<file path="config.mk">
export PLATFORM = sky130hd
export DESIGN_NAME = lights_request_scheduler
export DESIGN_NICKNAME = d
export VERILOG_FILES = /design/src/rtl/lights_request_scheduler.sv
export SDC_FILE = /design/constraint.sdc
export NUM_CORES = 1
export LEC_CHECK = 0
export BUFFER_PORTS_ARGS = -buffer_cell sky130_fd_sc_hd__buf_4
export CAP_MARGIN = 5
export CORE_MARGIN = 2
export CORE_UTILIZATION = 52
export CTS_BUF_LIST = sky130_fd_sc_hd__clkbuf_4 sky130_fd_sc_hd__clkbuf_8
export DETAILED_ROUTE_END_ITERATION = 12
export GPL_ROUTABILITY_DRIVEN = 1
export PLACE_DENSITY = 0.84
export RECOVER_POWER = 50
export SETUP_SLACK_MARGIN = 0.2
export SYNTH_ARGS = -nofsm -noshare
export SYNTH_HDL_FRONTEND = slang
export SYNTH_SLANG_ARGS = --single-unit
</file>
<file path="constraint.sdc">
create_clock -name clk -period 2.85 [get_ports clk]
set_input_delay 0.1425 -clock clk [delete_from_list [all_inputs] [get_ports clk]]
set_output_delay 0.1425 -clock clk [all_outputs]
set_load 0.01 [all_outputs]
</file>
<file path="src/rtl/lights_request_scheduler.sv">
// Round-robin arbiter that lends one lights selector to N_REQ requesters: steps the
// colour counter until the fed-back light matches the granted target, holds it, then releases.
module lights_request_scheduler #(
   parameter int N_REQ       = 4,
   parameter int HOLD_CYCLES = 8,
   parameter int SETTLE      = 1
) (
   input  logic               clk,
   input  logic               rst,
   input  logic [N_REQ-1:0]   req,
   input  logic [3*N_REQ-1:0] req_colour,
   input  logic [2:0]         light_in,
   output logic               button,
   output logic               sel,
   output logic [N_REQ-1:0]   grant,
   output logic               done,
   output logic               err,
   output logic               busy
);

   localparam int IW = (N_REQ > 1) ? $clog2(N_REQ) : 1;
   localparam int SW = (SETTLE > 1) ? $clog2(SETTLE) : 1;
   localparam int HW = (HOLD_CYCLES > 1) ? $clog2(HOLD_CYCLES) : 1;
   localparam logic [SW-1:0] SETTLE_LAST = SW'(SETTLE - 1);
   localparam logic [HW-1:0] HOLD_LAST   = HW'(HOLD_CYCLES - 1);
   localparam logic [IW-1:0] PTR_INIT    = IW'(N_REQ - 1);
   localparam logic [2:0]    MAX_STEPS   = 3'd6;

   typedef enum logic [2:0] {
      ST_IDLE    = 3'd0,
      ST_SETTLE  = 3'd1,
      ST_COMPARE = 3'd2,
      ST_STEP    = 3'd3,
      ST_HOLD    = 3'd4
   } state_t;

   function automatic logic colour_legal(input logic [2:0] c);
      return (c != 3'b000) && (c != 3'b111);
   endfunction

   state_t            state_r, state_s;
   logic [N_REQ-1:0]  grant_r, grant_s;
   logic [IW-1:0]     gidx_r, gidx_s;
   logic [IW-1:0]     ptr_r, ptr_s;
   logic [2:0]        target_r, target_s;
   logic [2:0]        step_cnt_r, step_cnt_s;
   logic [SW-1:0]     settle_cnt_r, settle_cnt_s;
   logic [HW-1:0]     hold_cnt_r, hold_cnt_s;
   logic              button_r, button_s;
   logic              sel_r, sel_s;
   logic              done_r, done_s;
   logic              err_r, err_s;
   logic              busy_r, busy_s;

   logic [2:0]        colour_arr_s [N_REQ];
   logic              found_s;
   logic [IW-1:0]     win_idx_s;
   logic [IW-1:0]     cand_s;

   for (genvar g = 0; g < N_REQ; g++) begin : g_colour
      assign colour_arr_s[g] = req_colour[3*g +: 3];
   end

   // Round-robin search: first asserted request after the pointer, wrapping.
   always_comb begin
      found_s   = 1'b0;
      win_idx_s = '0;
      cand_s    = '0;
      for (int i = 1; i <= N_REQ; i++) begin
         cand_s = IW'((int'(ptr_r) + i) % N_REQ);
         if (!found_s && req[cand_s]) begin
            found_s   = 1'b1;
            win_idx_s = cand_s;
         end else begin
            found_s = found_s;
         end
      end
   end

   // Next-state and next-output logic; every output is re-registered below.
   always_comb begin
      state_s      = state_r;
      grant_s      = grant_r;
      gidx_s       = gidx_r;
      ptr_s        = ptr_r;
      target_s     = target_r;
      step_cnt_s   = step_cnt_r;
      settle_cnt_s = settle_cnt_r;
      hold_cnt_s   = hold_cnt_r;
      button_s     = 1'b0;
      sel_s        = sel_r;
      done_s       = 1'b0;
      err_s        = 1'b0;

      if (state_r == ST_IDLE) begin
         sel_s = 1'b1;
         if (found_s) begin
            grant_s            = '0;
            grant_s[win_idx_s] = 1'b1;
            gidx_s             = win_idx_s;
            target_s           = colour_arr_s[win_idx_s];
            step_cnt_s         = 3'd0;
            settle_cnt_s       = '0;
            sel_s              = 1'b0;
            state_s            = ST_SETTLE;
         end else begin
            grant_s = '0;
         end
      end else if (!req[gidx_r] || !colour_legal(target_r)) begin
         // Withdrawn request or unreachable colour: release immediately.
         err_s   = 1'b1;
         grant_s = '0;
         sel_s   = 1'b1;
         ptr_s   = gidx_r;
         state_s = ST_IDLE;
      end else begin
         case (state_r)
            ST_SETTLE: begin
               if (settle_cnt_r == SETTLE_LAST) begin
                  state_s = ST_COMPARE;
               end else begin
                  settle_cnt_s = settle_cnt_r + SW'(1);
               end
            end
            ST_COMPARE: begin
               if (light_in == target_r) begin
                  hold_cnt_s = '0;
                  state_s    = ST_HOLD;
               end else if (step_cnt_r == MAX_STEPS) begin
                  err_s   = 1'b1;
                  grant_s = '0;
                  sel_s   = 1'b1;
                  ptr_s   = gidx_r;
                  state_s = ST_IDLE;
               end else begin
                  button_s   = 1'b1;
                  step_cnt_s = step_cnt_r + 3'd1;
                  state_s    = ST_STEP;
               end
            end
            ST_STEP: begin
               settle_cnt_s = '0;
               state_s      = ST_SETTLE;
            end
            ST_HOLD: begin
               sel_s = 1'b0;
               if (hold_cnt_r == HOLD_LAST) begin
                  done_s  = 1'b1;
                  grant_s = '0;
                  sel_s   = 1'b1;
                  ptr_s   = gidx_r;
                  state_s = ST_IDLE;
               end else begin
                  hold_cnt_s = hold_cnt_r + HW'(1);
               end
            end
            default: begin
               grant_s = '0;
               sel_s   = 1'b1;
               state_s = ST_IDLE;
            end
         endcase
      end

      busy_s = (state_s != ST_IDLE);
   end

   // State and registered outputs with asynchronous reset.
   always_ff @(posedge clk or posedge rst) begin
      if (rst) begin
         state_r      <= ST_IDLE;
         grant_r      <= '0;
         gidx_r       <= '0;
         ptr_r        <= PTR_INIT;
         target_r     <= 3'b000;
         step_cnt_r   <= 3'd0;
         settle_cnt_r <= '0;
         hold_cnt_r   <= '0;
         button_r     <= 1'b0;
         sel_r        <= 1'b1;
         done_r       <= 1'b0;
         err_r        <= 1'b0;
         busy_r       <= 1'b0;
      end else begin
         state_r      <= state_s;
         grant_r      <= grant_s;
         gidx_r       <= gidx_s;
         ptr_r        <= ptr_s;
         target_r     <= target_s;
         step_cnt_r   <= step_cnt_s;
         settle_cnt_r <= settle_cnt_s;
         hold_cnt_r   <= hold_cnt_s;
         button_r     <= button_s;
         sel_r        <= sel_s;
         done_r       <= done_s;
         err_r        <= err_s;
         busy_r       <= busy_s;
      end
   end

   assign button = button_r;
   assign sel    = sel_r;
   assign grant  = grant_r;
   assign done   = done_r;
   assign err    = err_r;
   assign busy   = busy_r;

endmodule

</file>
# Word-level counts from Yosys, hierarchy flattened
# Cells that the tools add are included.
word_totals:
  register_bits: 26
  in_bits: 21
op_classes:
  n_addsub: 7
  n_lt_le_gt_ge: 8
  eq_ne: 21
  mux: 77
  bitwise: 3
  reduce_logical: 26
op_table:
  columns: ["operator", "count"]
  rows:
  - ["$mux 3", 16]
  - ["$mux 1", 33]
  - ["$mux 4", 6]
  - ["$lt 2x3->1 const B", 6]
  - ["$mux 2", 9]
  - ["$reduce_and 5->1", 3]
  - ["$ne 2x2->1 const B", 6]
  - ["$ne 3x3->1 const B", 4]
  - ["$ne 4x4->1 const B", 3]
  - ["$pmux 3 s4", 1]
  - ["$pmux 4 s3", 1]
  - ["$reduce_bool 3->1", 4]
  - ["$bmux 1 s2", 5]
  - ["$eq 3x3->1 const B", 3]
  - ["$add 3x1->3 const B", 2]
  - ["$bmux 3 s2", 1]
  - ["$eq 3x2->1 const B", 2]
  - ["$pmux 3 s2", 1]
  - ["$reduce_and 3->1", 2]
  - ["$logic_and 1x1->1", 5]
  - ["$logic_not 1->1", 5]
  - ["$add 2x1->2 const B", 2]
  - ["$add 2x2->2 const B", 2]
  - ["$pmux 2 s2", 1]
  - ["17 further kinds", 19]

# Logic depth before layout (Yosys ltp)
depth:
  word_depth: 19
  depth_mapped: 7

# Worst setup path after synthesis
# No wires, ideal clock.
synth_path:
  kind: "register to register"
  start: "register target_r[0]"
  end: "register ptr_r[0]"
  arrival_ps: 1544
  t_required_ps: 2765
  setup_slack_ps: 1221
  stages_incl_launch_ff: 6
  path_buffers: 0
  period_less_slack_ps: 1629
  cell_sequence: "dfrtp_1 > xor2_1 > o311ai_2 > o22ai_1 > a22oi_2 > mux2_1"
synth_between:
  elab_chain_len: 6
synth_rtl:
  columns: ["item", "line", "source"]
  rows:
  - ["from (decl)", "45", "logic [2:0] target_r, target_s;"]
  - ["from (signal assigned)", "189", "target_r <= target_s;"]
  - ["$ne 3x3->1 or $reduce_bool 3->1 (tied branches)", "38", "return (c != 3'b000) && (c != 3'b111);"]
  - ["$logic_and 1x1->1", "38", null]
  - ["$logic_not 1->1", "109", "end else if (!req[gidx_r] || !colour_legal(target_r)) begin"]
  - ["$logic_or 1x1->1", "109", null]
  - ["$ne 3x3->1 (no line) or $reduce_bool 3->1 (tied branches)", null, null]
  - ["$reduce_and 5->1 (no line)", null, null]
  - ["to (signal assigned)", "188", "ptr_r <= ptr_s;"]
  - ["to (decl)", "44", "logic [IW-1:0] ptr_r, ptr_s;"]
# Several ways; a longest one is shown, not always the timed one.
# A chain may end at the register's enable or synchronous reset.

# Worst setup path in the final report
layout_path:
  start: "register state_r[0]"
  end: "register target_r[2]"
layout_between:
  elab_chain_len: 2
layout_rtl:
  columns: ["item", "line", "source"]
  rows:
  - ["from (decl)", "41", "state_t state_r, state_s;"]
  - ["from (signal assigned)", "185", "state_r <= state_s;"]
  - ["$logic_not 3->1", "95", "if (state_r == ST_IDLE) begin"]
  - ["$reduce_and 2->1 (no line)", null, null]
# No other way between the ends.

==> results.toml <==
[status]
outcome = "complete, but fails checks"
violations = "DRC"

[timing]
skew_ns = 0.0124
grt_setup_unrepaired = "false"
fin_setup_tns_ns = 0
fmax_mhz = 510
finalCriticalPeriod_ns = 1.96
holdWs_ns = 0.00947
period_share = 0.689
slew_headroom = 0.373
finalHoldViolCount = 0
slew_violations = 0
setup_violations = 0
worst_slew_pin_slew_ns = 0.939

[global_routing]
grt_pass1_vias = 1246
grt_pass1_wl_um = 5600
antenna_found_initial = 0
grt_usage = 0.224
grt_max_degree = 26
grt_overflow = 0

[floorplan]
die_h_um = 56.7
core_area_um2 = 2690
boundaryPins = 30
row_count = 19
dieArea_um2 = 3220
initial_core_util = 0.538
die_w_um = 56.7

[clock_network]
clkLatencyLatePin_ns = 0.33
cts_setup_buffers = 0
cts-root-buf = "clkbuf_4"
h-tree-depth = 1
max-clock-path-buffers = 2
cts_tree = "done"
cts-resized-gates = 0
cts.sinks = 25
clk_pin_slew_ns = 0.15
cts_made_buffers = 3
cts_hold_buf = 0

[yosys]
synth_area_leaders = "dfrtp_1 38%, dfstp_2 5.5%, mux2i_1 4.8%, a211oi_1 4.7%, nand2_1 3.9%"
synth_warnings = 0
ys_ff_latch = 25
synth_top_area_share = 0.381
syn_nets = 165
yosys.cell_types.count = 45
syn_area_um2 = 1450
synth_seq_area_share = 0.435
syn_avg_cell_area_um2 = 10.3
syn_inst = 140
synth_top_cell_by_area = "dfrtp_1"

[critical_path]
rr_startpoint = "state_r[0]"
worstRegToRegCells = 5
crit_path_end_kind = "flip-flop"
cp.required_ns = 3.06
rrSetupSlack_ns = 0.89
crit_top_cell = "a211oi_1"
slowest_stage = "dfrtp_1"
worst_path_largest_cell_delay_ns = 0.55
worstSetupPathType = "reg -> reg"
r2r-end = "target_r[2]"
crit_arrival_ns = 2.17
cp-start-kind = "flip-flop"
crit_fanout = 12
worstPathCellList = "or3_1 -> nor2_1 -> nand3_1 -> a211oi_1 -> a211oi_1"

[place]
routabilityCongestion = 0.837
dpl.hpwl_um = 2570
portBuffers = 29
place_inst = 197

[final_layout]
regArea_um2 = 629
multi_input_area_um2 = 772
final_cell_mix = "24 x buf_4, 22 x dfrtp_1, 15 x nand2_1"
n_antenna_cell = 0
nNetsFinal = 196
final_common_cell = "buf_4"
area_delta_synth_final_pct = 17.8
instances_no_fill = 201
fill_cells = 218
drive_above_1_share = 0.253
final_util = 0.634

[drt]
ant_nets = 0
wl_um = 3270
vias = 1190
routed_via_density = 5.92
dr.pass1.iters = 9
routedWlPerCell_um = 16.3
drc = 1
drtIter0Drc = 36

[power]
ir_drop_uv = 722
p_per_area_nw_per_um2 = 900
leakage_uw = 0.000777

[job]
max-cap-violations = 0

[hold_path]
hp-class = "in -> async"
## logic make-up (layout without fill, tap and decap cells)
group,count (synthesis),after routing,share of synthesized area
AO/OA/AOI/OAI,36,36,0.204
multiplexers,11,11,0.0874
adder cells (fa/ha/maj),4,4,0.0346
AND/OR/NAND/NOR,50,50,0.190
buffers and inverters,11,41,0.0303
flip-flops,25,25,0.436
XOR/XNOR,3,3,0.0182
## worst max-delay path by stage
| stage | from | endpoint | slack, ns | depth (start not counted) |
|---|---|---|---|---|
| 5_1_grt | state_r[0] | target_r[2] | 0.68 | 5 |
| 6_report | state_r[0] | target_r[2] | 0.89 | 5 |
| 3_3_place_gp | target_r[0] | ptr_r[1] | 1.04 | 5 |
| 3_5_place_dp | state_r[0] | target_r[2] | 0.90 | 5 |
| 2_1_floorplan | target_r[0] | ptr_r[0] | 1.22 | 5 |
| 4_1_cts | state_r[0] | target_r[2] | 0.88 | 5 |
## synthesized netlist by cell type
library cell / n
a21oi_1: 3
and2_1: 2
nor2b_1: 2
o21ai_0: 2
nor3b_1: 1
nor3_1: 3
o21bai_2: 1
xor2_1: 3
nand2b_1: 3
and3_1: 1
inv_1: 6
nor4b_4: 1
clkbuf_1: 1
o21a_1: 1
a22oi_2: 1
nand2_1: 15
nand3_1: 2
inv_2: 2
a221oi_1: 1
o32a_1: 1
o31ai_1: 1
mux2_1: 2
a211o_1: 1
o22ai_1: 1
ha_1: 4
buf_2: 2
a211oi_4: 1
or3b_1: 1
a22o_1: 6
mux4_2: 1
o31a_1: 1
o21ai_1: 3
dfstp_2: 3
nor2_1: 12
mux2_2: 1
o21ai_2: 1
a211oi_1: 9
o311ai_1: 1
nor4b_1: 1
o311ai_2: 1
dfrtp_1: 22
mux2i_1: 7
or3_1: 2
nand3_4: 1
nor4_1: 3
## cell type report
cell class,count,share of cell area
Clock buffer,3,0.0132
Tap cell,31,0.0228
Sequential cell,25,0.370
Inverter,8,0.0176
Multi-Input combinational cell,104,0.453
Clock inverter,1,0.00441
Timing Repair Buffer,29,0.119
## layer usage
layer	GRT usage	share of wire	routed length [um]	vias up
li1	-	-	-	577
met1	0.285	0.43	1410	552
met2	0.379	0.49	1610	51
met3	0.0415	0.052	170	10
met4	0.0816	0.027	87	0
met5	0	0	0	-
## through the flow
| stage | area (um^2) | power, uW | setup WS [ns] |
|---|---|---|---|
| after floorplan | 1450 | 1150 | 1.22 |
| after global placement | 1690 | 1340 | 1.04 |
| after detailed placement | 1690 | 1380 | 0.903 |
| after CTS | 1720 | 1550 | 0.883 |
| after global routing | 1700 | 1640 | 0.679 |
| final | 1700 | 1530 | 0.888 |
## power breakdown
part           switching [uW]  internal [uW]
clock                     110           53.7
sequential                136            498
combinational             412            325
## flip-flops by register name (all words and copies together), names as in the netlist
signal,cells
err,1
done,1
grant,4
state_r,3
hold_cnt_r,3
busy,1
target_r,3
button,1
step_cnt_r,3
sel,1
gidx_r,2
ptr_r,2
## worst max-delay path: cells and delay by family, from the launching register on
kind / cells / cell delay, ns
AO/OA/AOI/OAI: 2 / 0.37
AND/OR/NAND/NOR: 3 / 0.92
flip-flops: 1 / 0.55
No activity file was read; power rests on OpenSTA's default activity.
